[config.mk]
export PLATFORM = sky130hd
export DESIGN_NAME = pulse_width_meter
export DESIGN_NICKNAME = d
export VERILOG_FILES = /design/src/rtl/pulse_width_meter.sv
export SDC_FILE = /design/constraint.sdc
export NUM_CORES = 1
export LEC_CHECK = 0
export BUFFER_PORTS_ARGS = -buffer_cell sky130_fd_sc_hd__buf_2
export CAP_MARGIN = 5
export CORE_ASPECT_RATIO = 1.75
export CORE_MARGIN = 8
export CORE_UTILIZATION = 55
export CTS_CLUSTER_DIAMETER = 30
export DETAILED_ROUTE_END_ITERATION = 10
export PLACE_DENSITY = 0.75
export SYNTH_ARGS = -nofsm -noshare
export SYNTH_HDL_FRONTEND = slang
export SYNTH_SLANG_ARGS = --single-unit
[constraint.sdc]
create_clock -name clk -period 2.13 [get_ports clk]
set_input_delay 0.213 -clock clk [delete_from_list [all_inputs] [get_ports clk]]
set_output_delay 0.213 -clock clk [all_outputs]
set_load 0.02 [all_outputs]
[src/rtl/pulse_width_meter.sv]
// pulse_width_meter: measures high pulses on a 1-bit line in clock ticks.
// Latches the width of each accepted pulse, keeps a wrapping count of accepted
// pulses and strobes valid for one cycle per accepted pulse.
// Optional macro LOW_WIDTH_EN adds low-gap timing (low_width/low_valid).
module pulse_width_meter #(
    parameter int unsigned WIDTH     = 8,
    parameter int unsigned MIN_WIDTH = 1
) (
    input  logic             clk,
    input  logic             rst_n,
    input  logic             in0,
    output logic [WIDTH-1:0] width,
    output logic [WIDTH-1:0] count,
    output logic             valid,
    output logic             overflow,
`ifdef LOW_WIDTH_EN
    output logic [WIDTH-1:0] low_width,
    output logic             low_valid,
`endif
    output logic             busy
);

    localparam logic [WIDTH-1:0] RunMax = '1;
    localparam logic [WIDTH-1:0] RunOne = WIDTH'(1);
    localparam logic [WIDTH-1:0] MinRun = WIDTH'(MIN_WIDTH);

    typedef enum logic [1:0] {
        StArm,
        StIdle,
        StHigh
    } state_e;

    state_e           state_q, state_d;
    logic [WIDTH-1:0] run_q, run_d;
    logic             sat_q, sat_d;
    logic [WIDTH-1:0] width_q, width_d;
    logic [WIDTH-1:0] count_q, count_d;
    logic             valid_q, valid_d;
    logic             overflow_q, overflow_d;

    // Next-state logic: pulse timing, saturation and evaluation on the first low sample.
    always_comb begin
        state_d    = state_q;
        run_d      = run_q;
        sat_d      = sat_q;
        width_d    = width_q;
        count_d    = count_q;
        overflow_d = overflow_q;
        valid_d    = 1'b0;
        case (state_q)
            // A pulse in progress at reset release is discarded here.
            StArm: begin
                if (!in0) begin
                    state_d = StIdle;
                end
            end
            StIdle: begin
                if (in0) begin
                    state_d = StHigh;
                    run_d   = RunOne;
                    sat_d   = (RunOne == RunMax);
                end
            end
            StHigh: begin
                if (in0) begin
                    if (run_q != RunMax) begin
                        run_d = run_q + RunOne;
                    end
                    if (run_q >= RunMax - RunOne) begin
                        sat_d = 1'b1;
                    end
                end else begin
                    if (run_q >= MinRun) begin
                        width_d    = run_q;
                        overflow_d = sat_q;
                        count_d    = count_q + RunOne;
                        valid_d    = 1'b1;
                    end
                    state_d = StIdle;
                    run_d   = '0;
                    sat_d   = 1'b0;
                end
            end
            default: begin
                state_d = StArm;
            end
        endcase
    end

    // State and result registers.
    always_ff @(posedge clk or negedge rst_n) begin
        if (!rst_n) begin
            state_q    <= StArm;
            run_q      <= '0;
            sat_q      <= 1'b0;
            width_q    <= '0;
            count_q    <= '0;
            valid_q    <= 1'b0;
            overflow_q <= 1'b0;
        end else begin
            state_q    <= state_d;
            run_q      <= run_d;
            sat_q      <= sat_d;
            width_q    <= width_d;
            count_q    <= count_d;
            valid_q    <= valid_d;
            overflow_q <= overflow_d;
        end
    end

    assign width    = width_q;
    assign count    = count_q;
    assign valid    = valid_q;
    assign overflow = overflow_q;
    // Derived from the state register only, so no path from in0.
    assign busy     = (state_q == StHigh);

`ifdef LOW_WIDTH_EN
    logic [WIDTH-1:0] gap_q, gap_d;
    logic             gap_armed_q, gap_armed_d;
    logic [WIDTH-1:0] low_width_q, low_width_d;
    logic             low_valid_q, low_valid_d;

    // Gap timing: starts at 1 on the sample that ends a pulse, reported on the next rise.
    always_comb begin
        gap_d       = gap_q;
        gap_armed_d = gap_armed_q;
        low_width_d = low_width_q;
        low_valid_d = 1'b0;
        case (state_q)
            StArm: begin
                gap_armed_d = 1'b0;
            end
            StIdle: begin
                if (in0) begin
                    if (gap_armed_q) begin
                        low_width_d = gap_q;
                        low_valid_d = 1'b1;
                    end
                end else if (gap_q != RunMax) begin
                    gap_d = gap_q + RunOne;
                end
            end
            StHigh: begin
                if (!in0) begin
                    gap_d       = RunOne;
                    gap_armed_d = 1'b1;
                end
            end
            default: ;
        endcase
    end

    // Gap counter and low-gap result registers.
    always_ff @(posedge clk or negedge rst_n) begin
        if (!rst_n) begin
            gap_q       <= '0;
            gap_armed_q <= 1'b0;
            low_width_q <= '0;
            low_valid_q <= 1'b0;
        end else begin
            gap_q       <= gap_d;
            gap_armed_q <= gap_armed_d;
            low_width_q <= low_width_d;
            low_valid_q <= low_valid_d;
        end
    end

    assign low_width = low_width_q;
    assign low_valid = low_valid_q;
`endif

endmodule
# Word level (Yosys, flattened, before mapping)
# Cells that the tools add are included.
totals:
  regBits: 29
  in_bits: 3
  word_cells: 40
classes:
  add_sub_neg: 2
  magnitude_cmp: 2
  n_eq_ne: 7
  muxes: 14
  bitwise: 1
  n_reduce_logical: 7
ops:
  columns: ["operator", "count"]
  rows:
  - ["8-bit 2-to-1 mux", 3]
  - ["8-bit by 1-bit adder with 8-bit output (second input constant)", 2]
  - ["8-bit one-hot mux with 2 select lines", 1]
  - ["3-bit AND reduction", 3]
  - ["8-bit by 1-bit >= comparator with 1-bit output (second input constant)", 1]
  - ["8-bit >= comparator (second input constant)", 1]
  - ["8-bit != test (second input constant)", 1]
  - ["1-bit 2-to-1 mux", 6]
  - ["3-bit by 2-bit != test with 1-bit output (second input constant)", 2]
  - ["2-bit 2-to-1 mux", 2]
  - ["2-bit != test (second input constant)", 2]
  - ["2-bit one-hot mux with 2 select lines", 1]
  - ["2-bit by 1-bit equality test with 1-bit output (second input constant)", 1]
  - ["2-bit equality test (second input constant)", 1]
  - ["2-bit logical NOT", 1]
  - ["1-bit one-hot mux with 2 select lines", 1]
  - ["2-bit AND reduction", 1]
  - ["2-bit nonzero test", 1]
  - ["2-bit OR reduction", 1]
  - ["1-bit NOT", 1]

# Longest topological paths before layout
# Gate-level depths: netlist (run 1).
logic_depth:
  word_depth: 4
  ltp_mapped: 7
  depth_no_buf: 6

# Least setup slack after synthesis (run 1)
# Ideal clock, no wire load.
synth_timing:
  kind: "register -> register"
  from: "register state_q[0]"
  to: "register width_q[5] (netlist: width[5])"
  t_arrival_ps: 1840
  required_time_ps: 2002
  path_slack_ps: 162
  path_stages_with_launch: 7
  n_path_buf: 1
  synth_period_minus_slack_ps: 1968
  path_cell_list: "dfrtp_1 -> inv_1 -> ha_1 -> inv_1 -> a211oi_4 -> buf_6 -> mux2_1"
synth_between:
  elab_chain_len: 2
synth_rtl:
  columns: ["item", "line", "rtl"]
  rows:
  - ["start, declared", "33", "state_e state_q, state_d;"]
  - ["start signal, assigned", "93", "state_q <= StArm;"]
  - ["start signal, assigned", "101", "state_q <= state_d;"]
  - ["2-bit equality test", null, null]
  - ["net busy", "20", "output logic busy"]
  - ["3-bit AND reduction (no source line)", null, null]
  - ["end signal, assigned", "104", "width_q <= width_d;"]
  - ["end, declared", "36", "logic [WIDTH-1:0] width_q, width_d;"]
# The timed path passes the listed nets, and every way through them passes these cells.
# A chain may end at the register's enable or synchronous reset.

# Final worst setup path (run 1)
layout_timing:
  from: "register run_q[1]"
  to: "register width_q[5] (netlist: width[5])"
layout_between:
  elab_chain_len: 2
layout_rtl:
  columns: ["item", "line", "rtl"]
  rows:
  - ["start, declared", "34", "logic [WIDTH-1:0] run_q, run_d;"]
  - ["start signal, assigned", "102", "run_q <= run_d;"]
  - ["8-bit by 1-bit >= comparator with 1-bit output", "73", "if (run_q >= MinRun) begin"]
  - ["3-bit AND reduction (no source line)", null, null]
# No other way between the ends.

==> results of run 1 <==
## tightest hold or removal path, delay by kind of cell
kind	cells	cell delay, ns
compound gates	2	0.21
buf+inv	1	0.16
## worst paths after layout
path / start / slack [ns] / end / cells past startpoint
min reg2reg: count[7]$_DFFE_PN0P_ / 0.46 / count[7]$_DFFE_PN0P_ / 1
max in group asynchronous: rst_n / 1.22 / width[5]$_DFFE_PN0P_ / 2
min: in0 / 0.36 / state_q[0]$_DFFE_PN0P_ / 3
max reg2reg: run_q[1]$_DFFE_PN0P_ / 0.23 / width[5]$_DFFE_PN0P_ / 6
min in group asynchronous: rst_n / 0.49 / count[0]$_DFFE_PN0P_ / 2
max: run_q[1]$_DFFE_PN0P_ / 0.23 / width[5]$_DFFE_PN0P_ / 6
## through the flow
step	power, µW	hold WS, ns
6_report	1931	0.3604
5_1_grt	2063	0.3758
4_1_cts	1948	0.3588
3_5_place_dp	1493	0.2681
3_3_place_gp	1466	0.2599
2_1_floorplan	1273	-0.08259
## power by group
group / internal, µW / switching [µW]
Sequential: 657 / 138
Clock: 255 / 187
Combinational: 277 / 416
Total: 1190 / 741
## Yosys cell counts (3+ instances only)
| cell | n |
|---|---|
| a21oi_1 | 9 |
| and3_1 | 3 |
| nand4_1 | 5 |
| dfrtp_1 | 29 |
| nand3_1 | 4 |
| ha_1 | 10 |
| xnor2_1 | 6 |
| buf_2 | 3 |
| nand2_1 | 9 |
| o21ai_0 | 6 |
| nor2_1 | 4 |
| mux2_2 | 8 |
| inv_1 | 7 |
## registers in the layout, summed over array words and instances (netlist names)
| signal | flops |
|---|---|
| count | 8 |
| width | 8 |
| overflow | 1 |
| sat_q | 1 |
| run_q | 8 |
| state_q | 2 |
| valid | 1 |
## cell usage in the layout, fill, tap and decap left out, drive strengths merged
master,instances
dfrtp,29
buf,23
ha,10
mux2,10
nand2,9
a21oi,9
inv,7
clkbuf,7
o21ai,6
xnor2,6
nand4,5
nand3,4
nor2,4
and3,3
and2,2
a31oi,2
a41oi,2
a31o,2
a211oi,2
nor4b,1
nor4,1
nand2b,1
o311ai,1
nor3,1
o22ai,1
mux2i,1
o32ai,1
o41ai,1
and4,1
xor2,1
o31ai,1
o21a,1
dlygate4sd3,1
## per-layer routing
metal | vias up | GRT usage [%] | wire [µm]
li1 | 521 | - | -
met5 | - | 0 | 0
met1 | 534 | 13.97 | 1071
met2 | 35 | 25.00 | 1672
met3 | 8 | 4.425 | 177
met4 | 0 | 7.692 | 70
## layout make-up
type / count / area [µm²] / share of cell area (%)
Sequential cell: 29 / 725.7 / 42.68
Clock buffer: 7 / 86.33 / 5.077
Tap cell: 27 / 33.78 / 1.987
Multi-Input combinational cell: 89 / 685.7 / 40.32
Inverter: 7 / 26.28 / 1.545
Timing Repair Buffer: 24 / 142.6 / 8.389
## cell families after synthesis
group | synth area share [%]
compound gates | 13.46
xor+xnor | 4.174
fa+ha+maj | 8.518
buf+inv | 3.918
flops | 49.40
mux | 8.348
simple gates | 12.18
==> impl_results.md, run 1 <==
* Status: complete, no violations
* Pin count of the biggest net entering global routing at 30
* Fin crit period at between 1.5 and 2 ns
* Crit path max-delay family: flip-flops
* Post-synth top flop: dfrtp_1
* Final Cell Area at ~1700 µm²
* Area delta synth->final at 15.76%
* Dpl ws at 0.2641 ns
* Actual slew at the worst max-slew pin at 0.6348 ns
* RSZ-0062 raised after global routing: false
* Post-synth top area share at 49.40%
* I/O Buffers at 21
* Layout cells sized above 1 at roughly 27%
* Worst slew margin at slightly below 60%
* Max-cap violations at 0
* Fin nets at around 170
* Area contributors post-synth: dfrtp_1 (49%), ha_1 (8.5%), mux2_2 (6.1%)
* Startpoint types: register
* Post-Syn Area per Cell at 11.30 µm²
* Area leader, netlist: dfrtp_1
* Total GRT Usage at around 14%
* Hold-fix buffers, CTS at 1
* CP arrival at between 2 and 2.5 ns
* Post-DP HPWL at roughly 2.2 mm
* Post-Route WL at between 2 and 3 mm
* Final worst slack at 0.2330 ns
* Congestion Overflow GR at 0
* Num CTS Buffers at 5
* Critical Path, Cell by Cell: inv_1 -> ha_1 -> nor4b_2 -> a211oi_4 -> buf_12 -> mux2_1
* Bufs on Longest Clock Path at 2
* Placed cells at 175
* Worst EP required at 2.28 ns
* Skew-Pair Late Insertion Delay at 0.27 ns
* WS Path Type: reg2reg
* Final core occ at about two thirds
* Number of antenna violations at the first check in global routing at 0
* Post-CTS setup buffer count at 0
* RePlAce Congestion at between 0.9 and 1
* Diodes inserted at 0
* First-pass GRT wire length at around 5.1 mm
* IO Pins at 22
* Cell Area, Placed at between 1500 and 2000 µm²
* Buf/Inv on CP at 2
* Asr flop ratio synth at 100.0%
* Die height at ~84 µm
* Max-slew violation count at 0
* DR WL/cell at 16.34 µm
* Width of the chip at approximately 55 µm
* Synthesis Warnings at 0
* DR iter-0 viols at 39
* Drc violations at 0
* Leakage at between 0.0008 and 0.0009 µW
* Synth Register Bits at 29
* Final hold vios at 0
* Fillcell total at ~210
* Total number of vias at 1098
* TNS Setup at 0 ns
* Clock transition at path regs at ~0.06 ns
* Crit end category: register
* Rows at 25
* Crit-path max cell delay at ~0.47 ns
* CTS tree: built
* EDFF count, synth at 0
* Post-synthesis sequential area ratio at 49.40%
* Die area at ~4600 µm²
* Slowest-stage cell, CP: dfrtp_1
* Post-Syn Nets at between 100 and 150
* Vias in the first global route at 1167
* Number of distinct library cells after synthesis at 35
* Mapped cell area at ~1500 µm²
* Clk sinks at 29
* Fin crit share at about nine tenths
* CTS H-tree lvls at 2
* Final Setup Violations at 0
* Hold crit path type: in2reg
* Via/cell ratio at 6.000
* Clock Skews at between 0.003 and 0.004 ns
* Core area at around 2600 µm²
* ANT nets after route at 0
* Root Buffer: clkbuf_8
* Non-Filler Instances at between 150 and 200
* Peak VDD IR at 0.0006307 V
* Initial Util at 55.90%
* F_max at 527.2 MHz
* Post-Syn Instances at 130
* Crit path max fanout at 16
* Initial DRT Pass Iterations at 4
* PD cells at around 1100 nW/µm²
* Resize count post-CTS at 0
Power figures use the tool's default switching activity.
==> run 2: changes to the inputs <==
RECOVER_POWER = 50   (was not set)
==> impl_results.md, run 2 (synthesis results as in run 1) <==
* WS Path Type: reg2reg
* Crit path max fanout at 16 (unchanged)
* Final hold vios at 0 (unchanged)
* Fin nets at 169 (unchanged)
* Skew-Pair Late Insertion Delay at 0.27 ns (about the same)
* Hold Crit Start: in0
* Switch share at 38.49% (+0.12 points)
* RSZ-0062 raised after global routing: false
* Root Buffer: clkbuf_8
* Diodes inserted at 0 (unchanged)
* Hold path depth at 3 (unchanged)
* Number of antenna violations at the first check in global routing at 0 (unchanged)
* Most frequent cells in the layout: dfrtp_1 (29), clkbuf_1 (11), buf_2 (11)
* Final Setup Violations at 0 (unchanged)
* P_sw at 739.9 µW (-0.13%)
* Drc violations at 0 (unchanged)
* Clock Skews at 0.003870 ns (-0.00006670 ns)
* Rows at 25 (unchanged)
* Worst slew margin at -1.506% (-59 points)
* Bufs on Longest Clock Path at 2 (unchanged)
* Post-Route WL at 2.988 mm (-0.10%)
* Hold crit path type: in2reg
* Fin crit share at 88.92% (-0.14 points)
* F_max at 528.0 MHz (+0.16%)
* Clk sinks at 29 (unchanged)
* Initial DRT Pass Iterations at 4 (unchanged)
* Fillcell total at 209 (+0.97%)
* Worst EP required at 2.28 ns (about the same)
* Hold EP: state_q[0]$_DFFE_PN0P_
* Width of the chip at 55.07 µm (unchanged)
* Internal Dissipation at 1182 µW (-0.62%)
* DR iter-0 viols at 29 (-26%)
* Dpl ws at 0.2641 ns (unchanged)
* Cell count of the worst reg-to-reg path at 6 (unchanged)
* Die height at 84.37 µm (unchanged)
* Congestion Overflow GR at 0 (unchanged)
* Crit end category: register
* Total number of vias at 1089 (-0.82%)
* TNS Setup at 0 ns (unchanged)
* Sequential Power Share at 41.5% (+0.3 points)
* Post-DP HPWL at 2.199 mm (unchanged)
* RePlAce Congestion at 0.9389 (unchanged)
* Final worst slack at 0.2361 ns (+0.003031 ns)
* PD cells at 1139 nW/µm² (+0.31%)
* Worst R2R Start: run_q[1]$_DFFE_PN0P_
* Fin crit period at 1.894 ns (-0.003031 ns)
* Status: finished, violations left
* First-pass GRT wire length at 5.112 mm (unchanged)
* Area delta synth->final at 14.91%
* Num CTS Buffers at 5 (unchanged)
* Most common cell after layout, fill and taps aside: dfrtp_1
* Via/cell ratio at 5.951 (-0.82%)
* Core area at 2628 µm² (unchanged)
* CP arrival at 2.04 ns (about the same)
* Die area at 4646 µm² (unchanged)
* Post-CTS setup buffer count at 0 (unchanged)
* Pin count of the biggest net entering global routing at 30 (unchanged)
* Initial Util at 55.90% (unchanged)
* Layout cells sized above 1 at 20.51% (-6.4 points)
* Startpoint types: register
* Failing checks: capacitance limit, slew limit
* Max-slew violation count at 30 (+30)
* Peak VDD IR at 0.0006314 V (+0.10%)
* DR WL/cell at 16.33 µm (-0.10%)
* Total GRT Usage at 14.47% (unchanged)
* Actual slew at the worst max-slew pin at 1.523 ns (+0.8878 ns)
* ANT nets after route at 0 (unchanged)
* CTS tree: built
* Max-cap violations at 1 (+1)
* Leakage at 0.0007828 µW (-4.8%)
* I/O Buffers at 21 (unchanged)
* Clock transition at path regs at 0.06 ns (about the same)
* Clock share of power at 22.9% (about the same)
* Worst r2r dst: width[5]$_DFFE_PN0P_
* Fraction of power consumed by combinational cells at 35.6% (-0.3 points)
* IO Pins at 22 (unchanged)
* Vias in the first global route at 1167 (unchanged)
* Worst R2R Setup Slack at 0.24 ns (about the same)
* CTS H-tree lvls at 2 (unchanged)
## run 2: cell types whose count changed in the layout (fill, tap and decap cells not counted)
cell / previous run / this run
buf_2: 21 / 11
clkbuf_1: 1 / 11
## run 2: through the flow
stage | utilization [%] | total power, µW | hold WS [ns] | std cells | cell area (µm²)
finish | 64.24 | 1922 | 0.3610 | 183 | 1688
global route | 64.24 | 2057 | 0.3758 | 183 | 1688
CTS | 64.71 | 1948 | 0.3588 | 183 | 1700
detailed placement | 61.05 | 1493 | 0.2681 | 175 | 1604
global placement | 61.05 | 1466 | 0.2599 | 175 | 1604
floorplan | - | 1273 | -0.08259 | 130 | 1469
## run 2: worst max path at each step
stage	endpoint	startpoint	cells after the start
6_report	width[5]$_DFFE_PN0P_	run_q[1]$_DFFE_PN0P_	6
5_1_grt	width[5]$_DFFE_PN0P_	run_q[1]$_DFFE_PN0P_	6
4_1_cts	width[5]$_DFFE_PN0P_	run_q[0]$_DFFE_PN0P_	6
3_5_place_dp	overflow$_DFFE_PN0P_	run_q[0]$_DFFE_PN0P_	6
3_3_place_gp	width[7]$_DFFE_PN0P_	run_q[1]$_DFFE_PN0P_	6
2_1_floorplan	width[5]$_DFFE_PN0P_	state_q[0]$_DFFE_PN0P_	6
## run 2: layout make-up
class / instances / area, µm² / area share [%]
clock buffers: 7 / 86.33 / 5.115
flip-flops and latches: 29 / 725.7 / 42.99
inverters: 7 / 26.28 / 1.557
multi-input cells: 89 / 685.7 / 40.62
well taps: 27 / 33.78 / 2.001
repair buffers: 24 / 130.1 / 7.709
## run 2: layer usage
layer,GRT usage (%),up-vias,wire length [µm]
li1,-,521,-
met1,13.97,533,1075
met2,25.00,24,1648
met3,4.425,11,160
met4,7.692,0,104
met5,0,-,0
## run 2: critical path, cell delays in order (launching register included)
cell      delay [ns]
dfrtp_1         0.47
inv_1           0.10
ha_1            0.19
nor4b_2         0.17
a211oi_4        0.31
buf_12          0.19
mux2_1          0.34
## run 2: repair_timing
action | 4_1_cts | 5_1_grt
hold endpoints to repair | 29 | 0
hold buffers | 1 | 0
gates resized for setup | 0 | 0
## run 2: power by group through the flow
| stage | combinational, µW | sequential, µW | clock, µW |
|---|---|---|---|
| after global placement | 672 | 794 | 0 |
| after detailed placement | 689 | 804 | 0 |
| after CTS | 702 | 796 | 451 |
| after floorplan | 437 | 836 | 0 |
| after global routing | 762 | 821 | 475 |
| final | 684 | 798 | 440 |
==> run 3: changes to the inputs <==
ABC_AREA = 1   (was not set)
CORE_UTILIZATION = 57   (was 55)
PLACE_DENSITY = 0.77   (was 0.75)
==> impl_results.md, run 3 <==
* Leakage at 0.001021 µW (+30%)
* First-pass GRT wire length at 6.044 mm (+18%)
* WS Path Type: reg2reg
* Skew-Pair Late Insertion Delay at 0.29 ns (+0.02 ns)
* Most common cell on crit path: inv_1
* Slowest-stage cell, CP: dfrtp_1
* Fin crit period at 1.651 ns (-0.2431 ns)
* Synth Register Bits at 29 (unchanged)
* Diodes inserted at 0 (unchanged)
* Synthesis Warnings at 0 (unchanged)
* Buf/Inv on CP at 3 (+1)
* Post-CTS setup buffer count at 0 (unchanged)
* Via/cell ratio at 5.175 (-13%)
* F_max at 605.7 MHz (+15%)
* Final Hold Slack at 0.3080 ns (-0.05307 ns)
* Hold Crit Start: in0
* I/O Buffers at 21 (unchanged)
* Startpoint types: register
* Worst r2r dst: width[2]$_DFFE_PN0P_
* Post-DP HPWL at 2.441 mm (+11%)
* Max-cap violations at 0 (-1)
* CTS tree: built
* Asr flop ratio synth at 100.0% (unchanged)
* Total number of vias at 1361 (+25%)
* Area leader, netlist: dfrtp_1
* Number of distinct library cells after synthesis at 25 (-29%)
* Post-synth top cells: nand2_1 (65), dfrtp_1 (29), inv_1 (29)
* Final Setup Violations at 0 (unchanged)
* EDFF count, synth at 0 (unchanged)
* Congestion Overflow GR at 0 (unchanged)
* Drc violations at 0 (unchanged)
* Number of antenna violations at the first check in global routing at 0 (unchanged)
* Worst EP required at 2.34 ns (+0.06 ns)
* Final hold vios at 0 (unchanged)
* Worst R2R Start: run_q[1]$_DFFE_PN0P_
* TNS Setup at 0 ns (unchanged)
* Clock share of power at 19.0% (-3.9 points)
* Root Buffer: clkbuf_8
* Post-synth top flop: dfrtp_1
* Core area at 2863 µm² (+9.0%)
* Peak VDD IR at 0.0008273 V (+31%)
* Worst R2R Setup Slack at 0.48 ns (+0.24 ns)
* Width of the chip at 56.92 µm (+3.4%)
* DR iter-0 viols at 55 (+90%)
* Initial DRT Pass Iterations at 4 (unchanged)
* DR WL/cell at 12.41 µm (-24%)
* Clock Skews at 0.006282 ns (+0.002412 ns)
* Initial Util at 58.35% (+2.4 points)
* Num CTS Buffers at 5 (unchanged)
* Internal Dissipation at 1262 µW (+6.7%)
* RePlAce Congestion at 0.9002 (-4.1%)
* Final worst slack at 0.4791 ns (+0.2431 ns)
* Crit path max-delay family: buffers and inverters
* Fin nets at 247 (+46%)
* Critical Path, Cell by Cell: inv_1 -> ha_1 -> inv_1 -> nor2_1 -> nand4_1 -> nand2_2 -> buf_4 -> nand2_1 -> o21ai_1
* Switch share at 43.95% (+5.5 points)
* Area contributors post-synth: dfrtp_1 (43%), nand2_1 (15%), ha_1 (7.5%)
* Clock transition at path regs at 0.06 ns (about the same)
* Post-Syn Nets at 219 (+53%)
* CTS H-tree lvls at 2 (unchanged)
* Total GRT Usage at 15.08% (+0.61 points)
* P_sw at 989.3 µW (+34%)
* Dpl ws at 0.4966 ns (+0.2325 ns)
* Post-Route WL at 3.263 mm (+9.2%)
* RSZ-0062 raised after global routing: false
* Crit path max fanout at 17 (+1)
* Clk sinks at 29 (unchanged)
* Status: complete, no violations
* Most common cell after layout, fill and taps aside: nand2_1
* Max-slew violation count at 0 (-100%)
* IO Pins at 22 (unchanged)
* Hold crit path type: in2reg
* Actual slew at the worst max-slew pin at 0.6266 ns (-0.8960 ns)
* Crit end category: register
* Mapped cell area at 1670 µm² (+14%)
* Most numerous cell in the Yosys netlist: nand2_1
* Hold EP: sat_q$_DFFE_PN0P_
* Area delta synth->final at 12.06%
* Hold path depth at 3 (unchanged)
* Cell count of the worst reg-to-reg path at 9 (+3)
* Pin count of the biggest net entering global routing at 30 (unchanged)
* Rows at 26 (+4.0%)
* Most frequent cells in the layout: nand2_1 (65), inv_1 (29), dfrtp_1 (29)
* Post-Syn Area per Cell at 8.109 µm² (-28%)
* PD cells at 1203 nW/µm² (+5.6%)
* Bufs on Longest Clock Path at 2 (unchanged)
* Post-synth top area share at 43.45% (-6.0 points)
* Fin crit share at 77.51% (-11 points)
* ANT nets after route at 0 (unchanged)
* Die height at 87.61 µm (+3.8%)
* Worst slew margin at 58.23% (+60 points)
* Layout cells sized above 1 at 17.45% (-3.1 points)
* Crit-path max cell delay at 0.42 ns (-0.05 ns)
* Die area at 4987 µm² (+7.3%)
* Fraction of power consumed by combinational cells at 45.2% (+9.6 points)
* CP arrival at 1.86 ns (-0.18 ns)
* Vias in the first global route at 1380 (+18%)
* Post-synthesis sequential area ratio at 43.45% (-6.0 points)
* Sequential Power Share at 35.8% (-5.7 points)
* Post-Syn Instances at 206 (+58%)
## run 3: changes by cell type in the layout (fill, tap and decap cells not counted), sizes merged, moves of 3 or more
cell | previous run | this run
nand2 | 9 | 73
inv | 7 | 33
nor2 | 4 | 16
o21ai | 6 | 17
mux2 | 10 | 0
a21oi | 9 | 2
nand3 | 4 | 11
and3 | 3 | 0
## run 3: per-stage QoR
step                cell area, µm²  util, %  cells  power, µW
global placement              1793    62.63    254       1844
detailed placement            1793    62.63    254       1852
CTS                           1883    65.78    263       2295
global route                  1872    65.38    263       2454
finish                        1872    65.38    263       2251
floorplan                     1670        -    206       1597
## run 3: worst max-delay path by stage
stage / from / end / slack, ns / depth (start not counted)
CTS: run_q[1]$_DFFE_PN0P_ / width[2]$_DFFE_PN0P_ / 0.48 / 9
global placement: run_q[1]$_DFFE_PN0P_ / width[6]$_DFFE_PN0P_ / 0.54 / 9
finish: run_q[1]$_DFFE_PN0P_ / width[2]$_DFFE_PN0P_ / 0.48 / 9
detailed placement: run_q[1]$_DFFE_PN0P_ / width[2]$_DFFE_PN0P_ / 0.50 / 9
floorplan: state_q[0]$_DFFE_PN0P_ / count[5]$_DFFE_PN0P_ / 0.60 / 8
global route: run_q[1]$_DFFE_PN0P_ / count[7]$_DFFE_PN0P_ / 0.25 / 9
## run 3: tightest hold or removal path, cell delays in order
cell and delay, ns:
buf_2 0.14, nand2_2 0.10, a22oi_1 0.09
## run 3: repair_timing
action | 4_1_cts | 5_1_grt
hold endpoints to repair | 29 | 0
gates resized for setup | 0 | 0
hold buffers | 1 | 0
## run 3: power groups by stage
stage / combinational (µW) / clock (µW) / sequential (µW)
floorplan: 685 / 0 / 911
CTS: 1050 / 441 / 804
global placement: 1030 / 0 / 815
global route: 1170 / 457 / 829
detailed placement: 1040 / 0 / 813
finish: 1020 / 427 / 806
## run 3: metal layers
layer / part of all wire (%) / GRT usage, % / vias to the layer above
li1: - / - / 692
met1: 39 / 15.26 / 630
met2: 52 / 25.57 / 31
met3: 6.5 / 5.951 / 8
met4: 2.4 / 8.369 / 0
met5: 0 / 0 / -
## run 3: cell families (layout without fill, tap and decap cells)
| logic type | Yosys count | count (layout) | synth area share [%] |
|---|---|---|---|
| AND/OR/NAND/NOR | 106 | 106 | 28.61 |
| buffers and inverters | 35 | 64 | 9.213 |
| flip-flops | 29 | 29 | 43.45 |
| AO/OA/AOI/OAI | 21 | 21 | 8.614 |
| adder cells (fa/ha/maj) | 10 | 10 | 7.491 |
| XOR/XNOR | 5 | 5 | 2.622 |
## run 3: cell type report
class | count | area (µm²)
inverter | 33 | 128.9
timing repair buffer | 23 | 111.4
multi-input combinational | 142 | 790.8
clock buffer | 8 | 80.08
tap | 28 | 35.03
fill | 262 | 991.0
sequential | 29 | 725.7
